===== config.mk =====
export PLATFORM = sky130hd
export DESIGN_NAME = dac_playback_sequencer
export DESIGN_NICKNAME = d
export VERILOG_FILES = /design/src/rtl/dac_seq_pkg.sv /design/src/rtl/dac_seq_trig_detect.sv /design/src/rtl/dac_playback_sequencer.sv
export SDC_FILE = /design/constraint.sdc
export NUM_CORES = 1
export LEC_CHECK = 0
export BUFFER_PORTS_ARGS = -buffer_cell sky130_fd_sc_hd__buf_2
export CORE_UTILIZATION = 25
export DETAILED_ROUTE_END_ITERATION = 7
export PLACE_DENSITY = 0.41
export SKIP_LAST_GASP = 1
export SYNTH_ARGS = -nofsm -noshare
export SYNTH_HDL_FRONTEND = slang
export SYNTH_SLANG_ARGS = --single-unit

===== constraint.sdc =====
create_clock -name axis_clk -period 8.74 [get_ports axis_clk]
set_input_delay 0.874 -clock axis_clk [delete_from_list [all_inputs] [get_ports axis_clk]]
set_output_delay 0.874 -clock axis_clk [all_outputs]
set_load 0.03 [all_outputs]

===== src/rtl/dac_seq_pkg.sv =====
// dac_seq_pkg: shared types, widths and config check for the DAC playback sequencer
package dac_seq_pkg;
  typedef enum logic [1:0] {IDLE, ARMED, DELAY, PLAY} state_e;
  localparam int DWIDTH_DEF = 64;
  localparam int BEAT_BYTES = DWIDTH_DEF / 8;
  localparam int ADDR_W = 32;
  localparam int PASS_W = 16;
  localparam int TRIG_W = 32;
  // A limit must land on a beat boundary and stay inside the waveform RAM.
  function automatic logic cfg_bad(input logic [ADDR_W-1:0] lim, input logic [ADDR_W-1:0] beat,
                                   input logic [ADDR_W-1:0] mem);
    return ((lim & (beat - ADDR_W'(1))) != '0) || (lim >= mem);
  endfunction
endpackage


===== src/rtl/dac_seq_trig_detect.sv =====
// dac_seq_trig_detect: rising-edge detect on trig_in OR software trigger, only while armed
module dac_seq_trig_detect (
  input  logic clk_i,
  input  logic rst_ni,
  input  logic trig_i,
  input  logic sw_trig_i,
  input  logic armed_i,
  output logic trig_o
);
  logic trig_q;
  always_ff @(posedge clk_i or negedge rst_ni)
    if (!rst_ni) trig_q <= 1'b0;
    else trig_q <= trig_i;
  assign trig_o = armed_i & ((trig_i & ~trig_q) | sw_trig_i);
endmodule


===== src/rtl/dac_playback_sequencer.sv =====
// dac_playback_sequencer: arm/trigger/delay/play control of a wrapping waveform streamer
module dac_playback_sequencer
  import dac_seq_pkg::*;
#(
  parameter int DWIDTH         = 64,
  parameter int MEM_SIZE_BYTES = 262144
) (
  input  logic              axis_clk,
  input  logic              axis_aresetn,
  input  logic              cfg_arm,
  input  logic              cfg_abort,
  input  logic              cfg_sw_trig,
  input  logic              trig_in,
  input  logic [ADDR_W-1:0] cfg_addr_limit,
  input  logic [31:0]       cfg_delay,
  input  logic [PASS_W-1:0] cfg_num_passes,
  input  logic              cfg_retrigger,
  output logic              stream_enable,
  output logic [ADDR_W-1:0] stream_addr_limit,
  output logic              armed,
  output logic              busy,
  output logic              done_pulse,
  output logic              cfg_err,
  output logic [PASS_W-1:0] pass_cnt,
  output logic [TRIG_W-1:0] trig_cnt
);
  localparam int BEAT  = DWIDTH / 8;
  localparam int SHIFT = $clog2(BEAT);
  logic [1:0] rst_sync_q;
  logic rst_n, trig, bad, last_beat, fin;
  state_e st_q, st_d;
  logic [ADDR_W-1:0] lim_q, beats_q, beat_q;
  logic [31:0] delay_q, dcnt_q;
  logic [PASS_W-1:0] npass_q, run_q, pass_cnt_q;
  logic [TRIG_W-1:0] trig_cnt_q;
  logic retrig_q, armed_q, busy_q, en_q, done_q, err_q;
  // Assertion is immediate; release reaches the core only after two clock edges.
  always_ff @(posedge axis_clk or negedge axis_aresetn)
    if (!axis_aresetn) rst_sync_q <= '0;
    else rst_sync_q <= {rst_sync_q[0], 1'b1};
  assign rst_n = rst_sync_q[1];
  dac_seq_trig_detect u_trig (
    .clk_i    (axis_clk),
    .rst_ni   (rst_n),
    .trig_i   (trig_in),
    .sw_trig_i(cfg_sw_trig),
    .armed_i  (armed_q),
    .trig_o   (trig)
  );
  assign bad       = cfg_bad(cfg_addr_limit, ADDR_W'(BEAT), ADDR_W'(MEM_SIZE_BYTES));
  assign last_beat = beat_q == beats_q;
  assign fin       = last_beat && npass_q != '0 && run_q == npass_q - PASS_W'(1);
  always_comb begin
    st_d = st_q;
    unique case (st_q)
      IDLE:    st_d = (cfg_arm && !bad) ? ARMED : IDLE;
      ARMED:   st_d = trig ? (delay_q == '0 ? PLAY : DELAY) : ARMED;
      DELAY:   st_d = dcnt_q == '0 ? PLAY : DELAY;
      PLAY:    st_d = fin ? (retrig_q ? ARMED : IDLE) : PLAY;
      default: st_d = IDLE;
    endcase
    if (cfg_abort) st_d = IDLE;
  end
  always_ff @(posedge axis_clk or negedge rst_n)
    if (!rst_n) begin
      st_q       <= IDLE;
      lim_q      <= '0;
      beats_q    <= '0;
      beat_q     <= '0;
      delay_q    <= '0;
      dcnt_q     <= '0;
      npass_q    <= '0;
      run_q      <= '0;
      pass_cnt_q <= '0;
      trig_cnt_q <= '0;
      retrig_q   <= 1'b0;
      armed_q    <= 1'b0;
      busy_q     <= 1'b0;
      en_q       <= 1'b0;
      done_q     <= 1'b0;
      err_q      <= 1'b0;
    end else begin
      st_q    <= st_d;
      armed_q <= st_d == ARMED;
      busy_q  <= st_d == DELAY || st_d == PLAY;
      en_q    <= st_d == PLAY;
      done_q  <= !cfg_abort && st_q == PLAY && fin;
      if (!cfg_abort) begin
        if (st_q == IDLE && cfg_arm) begin
          lim_q      <= cfg_addr_limit;
          beats_q    <= cfg_addr_limit >> SHIFT;
          delay_q    <= cfg_delay;
          npass_q    <= cfg_num_passes;
          retrig_q   <= cfg_retrigger;
          pass_cnt_q <= '0;
          err_q      <= bad;
        end
        if (st_q == ARMED && trig) begin
          trig_cnt_q <= trig_cnt_q + TRIG_W'(1);
          dcnt_q     <= delay_q - 32'd1;
          beat_q     <= '0;
          run_q      <= '0;
        end
        if (st_q == DELAY) dcnt_q <= dcnt_q - 32'd1;
        if (st_q == PLAY) begin
          beat_q <= last_beat ? '0 : beat_q + ADDR_W'(1);
          if (last_beat) begin
            run_q <= run_q + PASS_W'(1);
            if (pass_cnt_q != '1) pass_cnt_q <= pass_cnt_q + PASS_W'(1);
          end
        end
      end
    end
  assign stream_enable     = en_q;
  assign stream_addr_limit = lim_q;
  assign armed             = armed_q;
  assign busy              = busy_q;
  assign done_pulse        = done_q;
  assign cfg_err           = err_q;
  assign pass_cnt          = pass_cnt_q;
  assign trig_cnt          = trig_cnt_q;
endmodule


Word-level counts from Yosys, hierarchy flattened --
Cells that the tools add are included.
Cells by class: equality and inequality tests 9, shift-type cells 0, multipliers 0, multiplexer cells 20, magnitude comparators 1, div/mod/pow operators 0, $add $sub $neg 7, reduce and logical (&&, ||, !) cells 22, bitwise logic cells 5
Operator list (number):
- $mux 32 | 5
- $mux 16 | 7
- $add 32x1->32 const B | 2
- $logic_not 32->1 | 2
- $sub 32x1->32 const B | 2
- $add 16x1->16 const B | 2
- $eq 32x29->1 | 1
- $ge 32x19->1 const B | 1
- $reduce_bool 32->1 | 1
- $eq 16x16->1 | 1
- $ne 16x16->1 const B | 1
- $reduce_bool 16->1 | 1
- $sub 16x1->16 const B | 1
- $eq 2x2->1 const B | 4
- $pmux 2 s4 | 1
- $reduce_and 2->1 | 4
- $logic_and 1x1->1 | 7
- $mux 2 | 3
- $eq 2x1->1 const B | 2
- $mux 1 | 4
- $reduce_bool 2->1 | 2
- $and 1x1->1 | 2
- $logic_not 1->1 | 2
- $logic_not 2->1 | 1
- other kinds (3) | 5
Storage, ports and cells: latch bits 0, output and inout bits 85, bits of input ports 87, bits in writable memories 0, ROM bits 0, bits in registers 248, logic and storage cells 82, memories 0

Longest topological paths before layout --
Gate-level depths: netlist of run 1.
depth in word-level cells 9, gate-level depth with buffers 15

Hierarchy --
From an unflattened synthesis of run 1, not the netlist that was laid out.
Second synthesis, totals: cell total of the unflattened synthesis 1423, area, all modules 12000.3 um2
Modules (own cells, without submodules):
- dac_playback_sequencer | area each 11954.0 um2, sequential area each 5455.2 um2, cells an instance 1420, instances 1
- dac_seq_trig_detect | area each 46.3 um2, sequential area each 25.0 um2, cells an instance 3, instances 1

Worst setup path before layout of run 1 --
OpenSTA, ideal clock, no wires.
path kind reg2reg, start register st_q[1], end register dcnt_q[10], data required time 8600 ps, buffers on the path 6, cell stages (with the launch flop) 15, period minus slack after synthesis 3527 ps, arrival 3387 ps, slack 5213 ps, cell sequence dfrtp_1 > buf_6 > nor2b_4 > buf_6 > buf_2 > clkbuf_1 > buf_1 > clkbuf_1 > mux2i_1 > ha_1 > o211ai_1 > nor4_1 > nand2_1 > a2111oi_0 > a211oi_1
Between the ends: longest elaborated chain between the ends 4, elaborated cells on any way between the ends 6, those cells by class eq/ne (2); mux (1); reduce/logical (3)
Ends and longest elaborated chain:
- from (decl) | line dac_playback_sequencer.sv:31 | state_e st_q, st_d;
- from (signal assigned) | line dac_playback_sequencer.sv:83 | st_q <= st_d;
- $eq 2x1->1 | line dac_playback_sequencer.sv:98 | if (st_q == ARMED && trig) begin
- $logic_and 1x1->1 | line dac_playback_sequencer.sv:98
- $reduce_bool 2->1 (no source line)
- $reduce_and 2->1 (no source line)
- to (signal assigned) | line dac_playback_sequencer.sv:100 | dcnt_q <= delay_q - 32'd1;
- to (signal assigned) | line dac_playback_sequencer.sv:104 | if (st_q == DELAY) dcnt_q <= dcnt_q - 32'd1;
- to (decl) | line dac_playback_sequencer.sv:33 | logic [31:0] delay_q, dcnt_q;
Parallel ways exist; a longest one is shown, timed or not. A chain may end at the register's enable or synchronous reset.

Worst setup path after layout of run 1 --
start register st_q[0], end register dcnt_q[25]
Same word-level chain as after synthesis.

==> results of run 1 <==
-- cell families (layout without fill, tap and decap cells) --
| group | Yosys count | count (layout) | share of synthesized area (%) |
|---|---|---|---|
| fa+ha+maj | 6 | 6 | 0.623 |
| xor+xnor | 81 | 81 | 5.89 |
| mux | 107 | 107 | 9.73 |
| buf+inv | 79 | 255 | 2.62 |
| compound gates | 294 | 294 | 15.3 |
| flops | 219 | 219 | 45.5 |
| other cells | 1 | 1 | 0.0311 |
| simple gates | 491 | 491 | 20.3 |
-- through the flow --
step	instances	total power (W)	utilization, %
2_1_floorplan	1278	0.00141	-
3_3_place_gp	2016	0.00155	28.5
3_5_place_dp	2016	0.00155	28.5
4_1_cts	2069	0.00275	30.4
5_1_grt	2069	0.00282	30.4
6_report	2069	0.00269	30.4
-- cell type report --
type | count | area, um^2 | share of cell area [%]
flip-flops and latches | 219 | 5480 | 37.8
clock buffers | 42 | 835 | 5.76
clock inverters | 11 | 97.6 | 0.674
multi-input cells | 980 | 6280 | 43.4
well taps | 615 | 769 | 5.31
inverters | 18 | 67.6 | 0.466
repair buffers | 184 | 953 | 6.58
-- critical path, stage by stage, from the launching register on --
cell	delay, ns
dfrtp_1	0.57
nand2b_1	0.51
buf_4	0.40
and2_1	0.20
a2111oi_1	0.40
nand4_1	0.60
or4_1	0.69
a211oi_1	0.22
a211oi_1	0.08
-- synthesized netlist by cell type, drive strengths merged, types with 6 or more instances --
library cell,instances
a211oi,15
a21oi,67
a31oi,16
and2,11
and3,24
and4,8
buf,14
clkbuf,47
dfrtp,219
ha,6
inv,18
mux2,81
mux2i,26
nand2,120
nand2b,6
nand3,48
nand4,31
nor2,121
nor2b,8
nor3,51
nor4,27
o21ai,100
o22ai,17
o31ai,18
or2,8
or3,9
xnor2,60
xor2,21
-- registers in the layout, indices dropped and copies added (netlist names) --
signal,cells
done_pulse,1
trig_cnt,32
delay_q,32
rst_sync_q,2
pass_cnt,16
beat_q,32
armed,1
cfg_err,1
stream_enable,1
st_q,2
run_q,16
retrig_q,1
busy,1
npass_q,16
dcnt_q,32
u_trig.trig_q,1
stream_addr_limit,32
-- report_power, final --
| group | internal [W] | switching (W) |
|---|---|---|
| logic | 0.000149 | 0.000190 |
| registers | 0.00108 | 0.000105 |
| clock network | 0.000690 | 0.000473 |
-- layer usage --
| layer | part of all wire (%) | wire [um] |
|---|---|---|
| met4 | 2.3 | 858 |
| met3 | 4.7 | 1790 |
| met1 | 48 | 18000 |
| met5 | 0.16 | 60 |
| met2 | 45 | 17100 |
-- path summary, 6_finish.rpt --
path                                 endpoint     startpoint  slack, ns  cells after the start
worst max-delay path               dcnt_q[25]        st_q[0]       4.93                      8
worst min-delay path            rst_sync_q[0]   axis_aresetn       0.09                      1
worst max register to register     dcnt_q[25]        st_q[0]       4.93                      8
worst min register to register    pass_cnt[8]  rst_sync_q[1]       0.28                      0
max in group asynchronous          dcnt_q[16]  rst_sync_q[1]       6.50                      2
min in group axis_clk           rst_sync_q[1]  rst_sync_q[0]       0.35                      0
==> key figures, run 1 <==
CTS
  • Clock Root Buffer: clkbuf_16
  • CTS tree: built
  • CTS Buf Count: 29
  • CTS Buffer Depth: 3
  • Post-CTS setup buffer count: 0
  • Clock Latency Late Sink: 0.56 ns
  • Reg clk slew, reported paths: approximately 0.06 ns
  • H-tree levels: 1
  • Clk sinks: roughly 220
  • CTS resizes: 0
  • Post-cts hold buffer count: 0

Global route
  • Largest net degree at the start of global routing: between 70 and 80
  • Met3 Use GR: under 10%
  • GRT Max-Usage Layer: met2
  • Met1 track demand over resource: 21.1%
  • Vias in the first global route: 10100
  • Initial antenna violation count: 4
  • Gr ovfl total: 0
  • First-pass GRT wire length: 59800 um
  • Total track usage: 15.3%
  • Met2 Track Usage GR: 24.3%

Synth
  • Cells after Synth: 1278
  • Synth cell types: 73
  • Top cells by area, synth: dfrtp_1, mux2_2, xnor2_1, o21ai_0, nor2_1
  • Post-Syn Area: 12000 um^2
  • Share of the synthesized area in the top cell type: 45.5%
  • Fraction of registers with async set/reset: 100%
  • Cell taking the most area after synthesis: dfrtp_1
  • Seq/Total Area, Yosys: approximately 45%
  • Dominant synthesized flop cell: dfrtp_1
  • Synth Area per Inst: 9.43 um^2
  • Post-Syn Nets: ~1400
  • Flop and latch count out of synthesis: 219
  • Synth Warn #: 0
  • Number of flops mapped to enable cells by yosys: 0

Floorplan
  • Die height: 222 um
  • # IOs: 172
  • Placeable Area: 47600 um^2
  • Site Rows: 80
  • Initial Utilization: roughly a quarter
  • Full die area: 49100 um^2
  • Die W: 222 um

Finish
  • Commonest non-fill, non-tap cell in the layout: dfrtp_1
  • Most frequent cells in the layout: dfrtp_1, buf_2, nor2_1
  • Post-route cell area: 14500 um^2
  • Diodes inserted: 0
  • Area delta synth->final: 20.2%
  • FILL cells: approximately 5000
  • Fin nets: approximately 1500
  • Proportion of layout cells with a drive suffix above 1: 23.1%

Worst setup path
  • Startpoint Class: flip-flop
  • Critical path capture point type: flip-flop
  • CP max FO: 29
  • WP data required: ~9 ns
  • Arrival time at the worst endpoint: 4.24 ns
  • Crit Path Category: reg2reg

Timing
  • RSZ-0062 raised after global routing: false
  • Worst slew margin: between 30% and 40%
  • Final TNS setup: 0 ns
  • Final period utilization: a little over two fifths
  • Final WS setup: a little under 5 ns
  • Worst Clk Skew: 0.00685 ns
  • Hold Violations, Final: 0
  • Highest clock rate: 263 MHz
  • Actual slew at the worst max-slew pin: 1.03 ns
  • Hold_ws: around 0.086 ns
  • Tmin final: 3.81 ns
  • Pins Over Slew Limit: 0
  • Setup violations, final: 0

Route
  • Total wire length: 37800 um
  • DRC viols: 0
  • Vias per Instance: 4.98
  • Initial DRC Count: 638
  • Routed WL per cell: ~18 um
  • First drt pass iteration count: 5
  • Vias: 10300
  • ANT nets after route: 0

Power and ir drop
  • Worst VDD drop: approximately 0.00013 V
  • Power Density: about 190 nW/um^2
  • Static leakage: 6.05 nW

Outcome
  • Status: completed

Place
  • Detailed Place HPWL: between 20000 and 30000 um
  • Pre-CTS setup slack: 4.84 ns
  • Port buffer count: 171
  • Placed Area: 13600 um^2
  • Placer Congestion: 0.806

Flow run
  • Max Cap Viol: 0

Min path
  • Worst Hold Class: in2async
No activity file was read; power rests on OpenSTA's default activity.
==> run 2: changes to the inputs <==
- PLACE_DENSITY: 0.41 -> 0.43
- clock period: 8.74 -> 3.4 ns (I/O delays scaled with it)
==> run 2 against run 1 <==
Sequential cell count stayed put. Critical endpoint is now dcnt_q[29]. Final area is 5.8% higher. Combinational power grew to 2.8 times the previous value. Clock power grew to 2.6 times the previous value. Global-route usage is 0.35 points higher. Clock skew is 0.022 ns higher. Count of clock-buffer cells in the layout is 5 lower. Register-to-register slack worse by 4.6 ns. Largest power group unchanged. First-iteration DRC count is 6.6% higher.
==> key figures, run 2 (synthesized netlist as in run 1, its figures left out) <==
Outcome
  • Status: completed

Route
  • Initial DRC Count: 680 (+6.6%)
  • Routed WL per cell: 17.8 um (-2.3%)
  • First drt pass iteration count: 5 (unchanged)
  • Vias: 10600 (+3.0%)
  • Vias per Instance: 4.94 (-0.96%)
  • DRC viols: 0 (unchanged)
  • ANT nets after route: 0 (unchanged)
  • Total wire length: 38400 um (+1.6%)

Worst setup path
  • Worst path top cell family by delay: simple AND/OR/NAND/NOR gates
  • CP max FO: 36 (+24%)
  • CP max stage delay: 0.58 ns (-0.11 ns)
  • Crit Path Category: reg2reg
  • R2R Setup Slk: 0.36 ns (-4.57 ns)
  • R2r startpoint: st_q[0]
  • Reg2reg end: dcnt_q[29]
  • Critical path capture point type: flip-flop
  • Path depth of the worst reg2reg path: 8 (unchanged)
  • Worst path cell trace: nor2b_4, buf_4, mux2_2, nand2_2, or4_4, or3_1, a221o_1, a21oi_1
  • WP data required: 3.89 ns (-5.28 ns)
  • Critical path's slowest cell: or4_4
  • Arrival time at the worst endpoint: 3.53 ns (-0.71 ns)
  • Startpoint Class: flip-flop
  • Crit path buffers/inverters: 1 (unchanged)

Flow run
  • Max Cap Viol: 0 (unchanged)

Place
  • Pre-CTS setup slack: 0.386 ns (-4.46 ns)
  • Placer Congestion: 0.822 (+2.0%)
  • Placed Area: 13700 um^2 (+1.3%)
  • Port buffer count: 171 (unchanged)
  • Detailed Place HPWL: 26700 um (about the same)

Global route
  • Gr ovfl total: 0 (unchanged)
  • Met1 track demand over resource: 21.8% (+0.66 points)
  • Largest net degree at the start of global routing: 68 (-4.2%)
  • Met2 Track Usage GR: 25.4% (+1.1 points)
  • Met3 Use GR: 2.62% (-0.58 points)
  • GRT Max-Usage Layer: met2
  • Initial antenna violation count: 4 (unchanged)
  • First-pass GRT wire length: 61600 um (+3.0%)
  • Total track usage: 15.7% (+0.35 points)
  • Vias in the first global route: 10600 (+5.3%)

Finish
  • Core Util, Final: 32.2% (+1.8 points)
  • Diodes inserted: 0 (unchanged)
  • Fin nets: 1613 (+5.8%)
  • Post-route cell area: 15300 um^2 (+5.8%)
  • Area delta synth->final: 27.3%
  • Commonest non-fill, non-tap cell in the layout: dfrtp_1
  • Most frequent cells in the layout: dfrtp_1, buf_2, nor2_1
  • Proportion of layout cells with a drive suffix above 1: 23.0% (-0.13 points)

Timing
  • Pins Over Slew Limit: 0 (unchanged)
  • Worst Clk Skew: 0.0290 ns (+0.0222 ns)
  • Worst slew margin: 47.5% (+17 points)
  • Final period utilization: 89.4% (+46 points)
  • Setup violations, final: 0 (unchanged)
  • Highest clock rate: 329 MHz (+25%)
  • Hold Violations, Final: 0 (unchanged)
  • Tmin final: 3.04 ns (-0.766 ns)
  • RSZ-0062 raised after global routing: false
  • Actual slew at the worst max-slew pin: 0.788 ns (-0.246 ns)
  • Final WS setup: 0.360 ns (-4.57 ns)
  • Final TNS setup: 0 ns (unchanged)

Floorplan
  • Placeable Area: 47600 um^2 (unchanged)
  • Die height: 222 um (unchanged)
  • # IOs: 172 (unchanged)
  • Die W: 222 um (unchanged)
  • Site Rows: 80 (unchanged)
  • Full die area: 49100 um^2 (unchanged)
  • Initial Utilization: 25.3% (unchanged)

Min path
  • WHS Path Cells: 3
  • Hold Crit Endpoint: delay_q[2]
  • Worst Hold Class: in2reg
  • Hold Path Origin: cfg_delay[2]

CTS
  • Reg clk slew, reported paths: 0.06 ns (about the same)
  • Post-CTS setup buffer count: 0 (unchanged)
  • CTS Buffer Depth: 3 (unchanged)
  • Post-cts hold buffer count: 68 (+68)
  • H-tree levels: 1 (unchanged)
  • CTS resizes: 0 (unchanged)
  • Clock Latency Late Sink: 0.57 ns (about the same)
  • Clk sinks: 219 (unchanged)
  • CTS Buf Count: 29 (unchanged)
  • Clock Root Buffer: clkbuf_16
  • CTS tree: built

Power and ir drop
  • Worst VDD drop: 0.000358 V (+170%)
  • Power Density: 460 nW/um^2 (+150%)
  • Static leakage: 6.44 nW (+6.5%)
==> run 2: layout make-up <==
class                      count  area (um^2)
fill                        4944        32300
multi-input combinational    980         6270
sequential                   219         5480
timing repair buffer         272         1820
clock buffer                  37          806
tap                          615          769
clock inverter                10          115
inverter                      18         67.6
==> run 2: where the power goes <==
part | leakage, nW | switching, W | internal (W) | total, W
Combinational | 3.21 | 0.000505 | 0.000449 | 0.000954
Clock | 0.458 | 0.00123 | 0.00180 | 0.00304
Sequential | 2.77 | 0.000271 | 0.00279 | 0.00306
Total | 6.44 | 0.00201 | 0.00504 | 0.00705
==> run 2: worst max path at each step <==
stage / startpoint / to / slack (ns) / depth (start not counted)
CTS: st_q[0] / dcnt_q[29] / 0.38 / 8
finish: st_q[0] / dcnt_q[29] / 0.36 / 8
global placement: npass_q[0] / armed / 0.41 / 9
global route: st_q[0] / dcnt_q[23] / 0.10 / 9
detailed placement: st_q[0] / dcnt_q[29] / 0.39 / 8
floorplan: st_q[1] / dcnt_q[10] / 0.1 / 14
==> run 2: per-stage QoR <==
step / hold WS, ns / instances / power, W
after detailed placement: 0.131 / 2036 / 0.00401
after global placement: 0.129 / 2036 / 0.00400
final: 0.0287 / 2151 / 0.00705
after CTS: 0.00134 / 2151 / 0.00718
after floorplan: 0.0444 / 1278 / 0.00364
after global routing: 0.0125 / 2151 / 0.00739
==> run 2: per-layer routing <==
metal | share of wire (%) | vias to the layer above
met5 | 0.12 | -
met4 | 1.9 | 6
met3 | 4.0 | 49
met2 | 46 | 218
met1 | 48 | 5181
li1 | - | 5163
==> run 2: worst register-to-register path: cells and delay by family, from the launching register on <==
| kind | cells | cell delay, ns |
|---|---|---|
| and+or+nand+nor | 4 | 1.36 |
| DFF | 1 | 0.50 |
| buffers and inverters | 1 | 0.42 |
| AOI/OAI and AO/OA | 2 | 0.40 |
| muxes | 1 | 0.30 |
==> run 3: changes to the inputs <==
--- a/config.mk
+++ b/config.mk
@@ -7,4 +7,5 @@
 export LEC_CHECK = 0
 export BUFFER_PORTS_ARGS = -buffer_cell sky130_fd_sc_hd__buf_2
+export CORE_ASPECT_RATIO = 1.2
 export CORE_UTILIZATION = 25
 export DETAILED_ROUTE_END_ITERATION = 7
==> constraint.sdc (replaced) <==
create_clock -name axis_clk -period 3.4 [get_ports axis_clk]
set_input_delay 0.17 -clock axis_clk [delete_from_list [all_inputs] [get_ports axis_clk]]
set_output_delay 0.17 -clock axis_clk [all_outputs]
set_load 0.03 [all_outputs]
==> run 3 against run 2 <==
Via count grew 1.9%. Largest cell class unchanged. Routed wire length grew 1.9%. Core utilization up 0.75 points.
==> key figures, run 3 (synthesized netlist as in run 1, its figures left out) <==
Worst setup path
  • Arrival time at the worst endpoint: 3.55 ns (+0.02 ns)
  • Crit path launch: npass_q[2]
  • CP max FO: 7 (-81%)
  • WP data required: 3.89 ns (about the same)
  • Critical path capture point type: flip-flop
  • R2r startpoint: npass_q[2]
  • Reg2reg end: armed
  • Startpoint Class: flip-flop
  • Crit Path Category: reg2reg
  • Path depth of the worst reg2reg path: 7 (-1)
  • CP endpoint: armed
  • R2R Setup Slk: 0.35 ns (about the same)

Timing
  • Highest clock rate: 327 MHz (-0.47%)
  • Final period utilization: 89.8% (+0.42 points)
  • Hold Violations, Final: 0 (unchanged)
  • Worst Clk Skew: 0.0132 ns (-0.0158 ns)
  • Setup violations, final: 0 (unchanged)
  • Pins Over Slew Limit: 0 (unchanged)
  • Final TNS setup: 0 ns (unchanged)
  • Tmin final: 3.05 ns (+0.0143 ns)
  • Worst slew margin: 40.1% (-7.4 points)
  • RSZ-0062 raised after global routing: false
  • Actual slew at the worst max-slew pin: 0.896 ns (+0.108 ns)

Finish
  • FILL cells: 4929 (-0.30%)
  • Post-route cell area: 15600 um^2 (+1.5%)
  • Area delta synth->final: 29.1%
  • Most frequent cells in the layout: dfrtp_1, buf_2, nor2_1
  • Proportion of layout cells with a drive suffix above 1: 23.1% (+0.080 points)
  • Commonest non-fill, non-tap cell in the layout: dfrtp_1
  • Core Util, Final: 32.9% (+0.75 points)
  • Fin nets: 1633 (+1.2%)

Power and ir drop
  • Sw power: 0.00198 W (-1.3%)
  • Static leakage: 6.53 nW (+1.4%)
  • Tot Pwr: 0.00703 W (-0.29%)
  • Clock Power Share: 42.7% (-0.4 points)
  • Switch share: 28.2% (-0.30 points)
  • Power share of the sequential group: 43.5% (about the same)
  • Power Density: 452 nW/um^2 (-1.7%)
  • Worst VDD drop: 0.000329 V (-8.1%)
  • Part of the power in combinational logic: 13.8% (+0.3 points)
  • Cell internal pwr: 0.00505 W (+0.12%)

Min path
  • WHS Path Cells: 4 (+1)
  • Worst Hold Class: in2reg

Flow run
  • Max Cap Viol: 0 (unchanged)

Route
  • Total wire length: 39100 um (+1.9%)
  • First drt pass iteration count: 5 (unchanged)
  • Vias: 10800 (+1.9%)
  • Vias per Instance: 4.95 (+0.30%)
  • ANT nets after route: 0 (unchanged)
  • DRC viols: 0 (unchanged)
  • Routed WL per cell: 17.9 um (+0.29%)
  • Initial DRC Count: 598 (-12%)

Floorplan
  • Initial Utilization: 25.5% (+0.22 points)
  • Placeable Area: 47200 um^2 (-0.85%)
  • Full die area: 49100 um^2 (about the same)
  • Site Rows: 87 (+8.8%)
  • Die W: 202 um (-8.6%)
  • # IOs: 172 (unchanged)
  • Die height: 242 um (+9.5%)

CTS
  • Reg clk slew, reported paths: 0.06 ns (about the same)
  • H-tree levels: 1 (unchanged)
  • CTS Buffer Depth: 3 (unchanged)
  • Clock Latency Late Sink: 0.56 ns (about the same)
  • Clk sinks: 219 (unchanged)
  • CTS Buf Count: 28 (-3.4%)
  • Post-CTS setup buffer count: 0 (unchanged)
  • CTS tree: built
  • Clock Root Buffer: clkbuf_16
  • CTS resizes: 0 (unchanged)

Global route
  • First-pass GRT wire length: 61600 um (about the same)
  • Gr ovfl total: 0 (unchanged)
  • Total track usage: 15.7% (+0.019 points)
  • Vias in the first global route: 10700 (+1.1%)
  • Initial antenna violation count: 1 (-3)
  • Largest net degree at the start of global routing: 67 (-1.5%)

Place
  • Placer Congestion: 0.824 (+0.24%)
  • Detailed Place HPWL: 27700 um (+4.0%)
  • Placed Area: 13800 um^2 (+0.35%)
  • Port buffer count: 171 (unchanged)

Outcome
  • Status: completed
-- run 3: per-layer routing --
metal,up-vias,part of all wire [%],track usage [%]
met3,60,4.2,2.06
met2,293,49,27.5
met5,-,0,0
met1,5250,44,19.9
met4,0,2.4,4.71
li1,5214,-,-
-- run 3: through the flow --
step / setup slack, ns / cells / hold WS [ns]
after global routing: 0.0622 / 2185 / 0.109
after detailed placement: 0.344 / 2049 / -0.0421
final: 0.346 / 2185 / 0.0928
after CTS: 0.305 / 2184 / 0.0671
after global placement: 0.417 / 2049 / -0.0432
after floorplan: 0.0960 / 1278 / -0.126
-- run 3: power by group through the flow --
| stage | clock (W) | sequential [W] | combinational, W |
|---|---|---|---|
| 6_report | 0.00300 | 0.00306 | 0.000967 |
| 3_3_place_gp | 0 | 0.00310 | 0.000897 |
| 5_1_grt | 0.00322 | 0.00309 | 0.00106 |
| 4_1_cts | 0.00312 | 0.00306 | 0.000982 |
| 2_1_floorplan | 0 | 0.00315 | 0.000490 |
| 3_5_place_dp | 0 | 0.00310 | 0.000902 |
-- run 3: how the worst min path moves through the flow --
stage / from / slack [ns] / endpoint
2_1_floorplan: axis_aresetn / -0.13 / rst_sync_q[0]
3_3_place_gp: axis_aresetn / -0.04 / rst_sync_q[0]
3_5_place_dp: axis_aresetn / -0.04 / rst_sync_q[0]
4_1_cts: cfg_arm / 0.07 / pass_cnt[12]
5_1_grt: cfg_arm / 0.11 / pass_cnt[12]
6_report: cfg_arm / 0.09 / pass_cnt[12]
-- run 3: cell type report --
class	instances	area [um^2]	share of cell area, %
Tap cell	623	779	5.01
Antenna cell	1	2.50	0.0161
Multi-Input combinational cell	980	6270	40.3
Sequential cell	219	5480	35.3
Inverter	18	67.6	0.434
Clock buffer	42	855	5.49
Clock inverter	9	78.8	0.507
Timing Repair Buffer	293	2020	13.0
-- run 3: timing repair --
| action | CTS | global route |
|---|---|---|
| hold buffers | 84 | 0 |
| setup endpoints to repair | 0 | 0 |
| endpoints found under the hold margin | 84 | 0 |
-- run 3: worst max-delay path: stages, from the launching register on --
cell	delay [ns]
dfrtp_1	0.45
nor3_1	0.66
nand3_1	0.26
o31a_1	0.32
nor4_1	0.35
o21ai_1	0.21
nor4_1	0.55
o21a_1	0.19
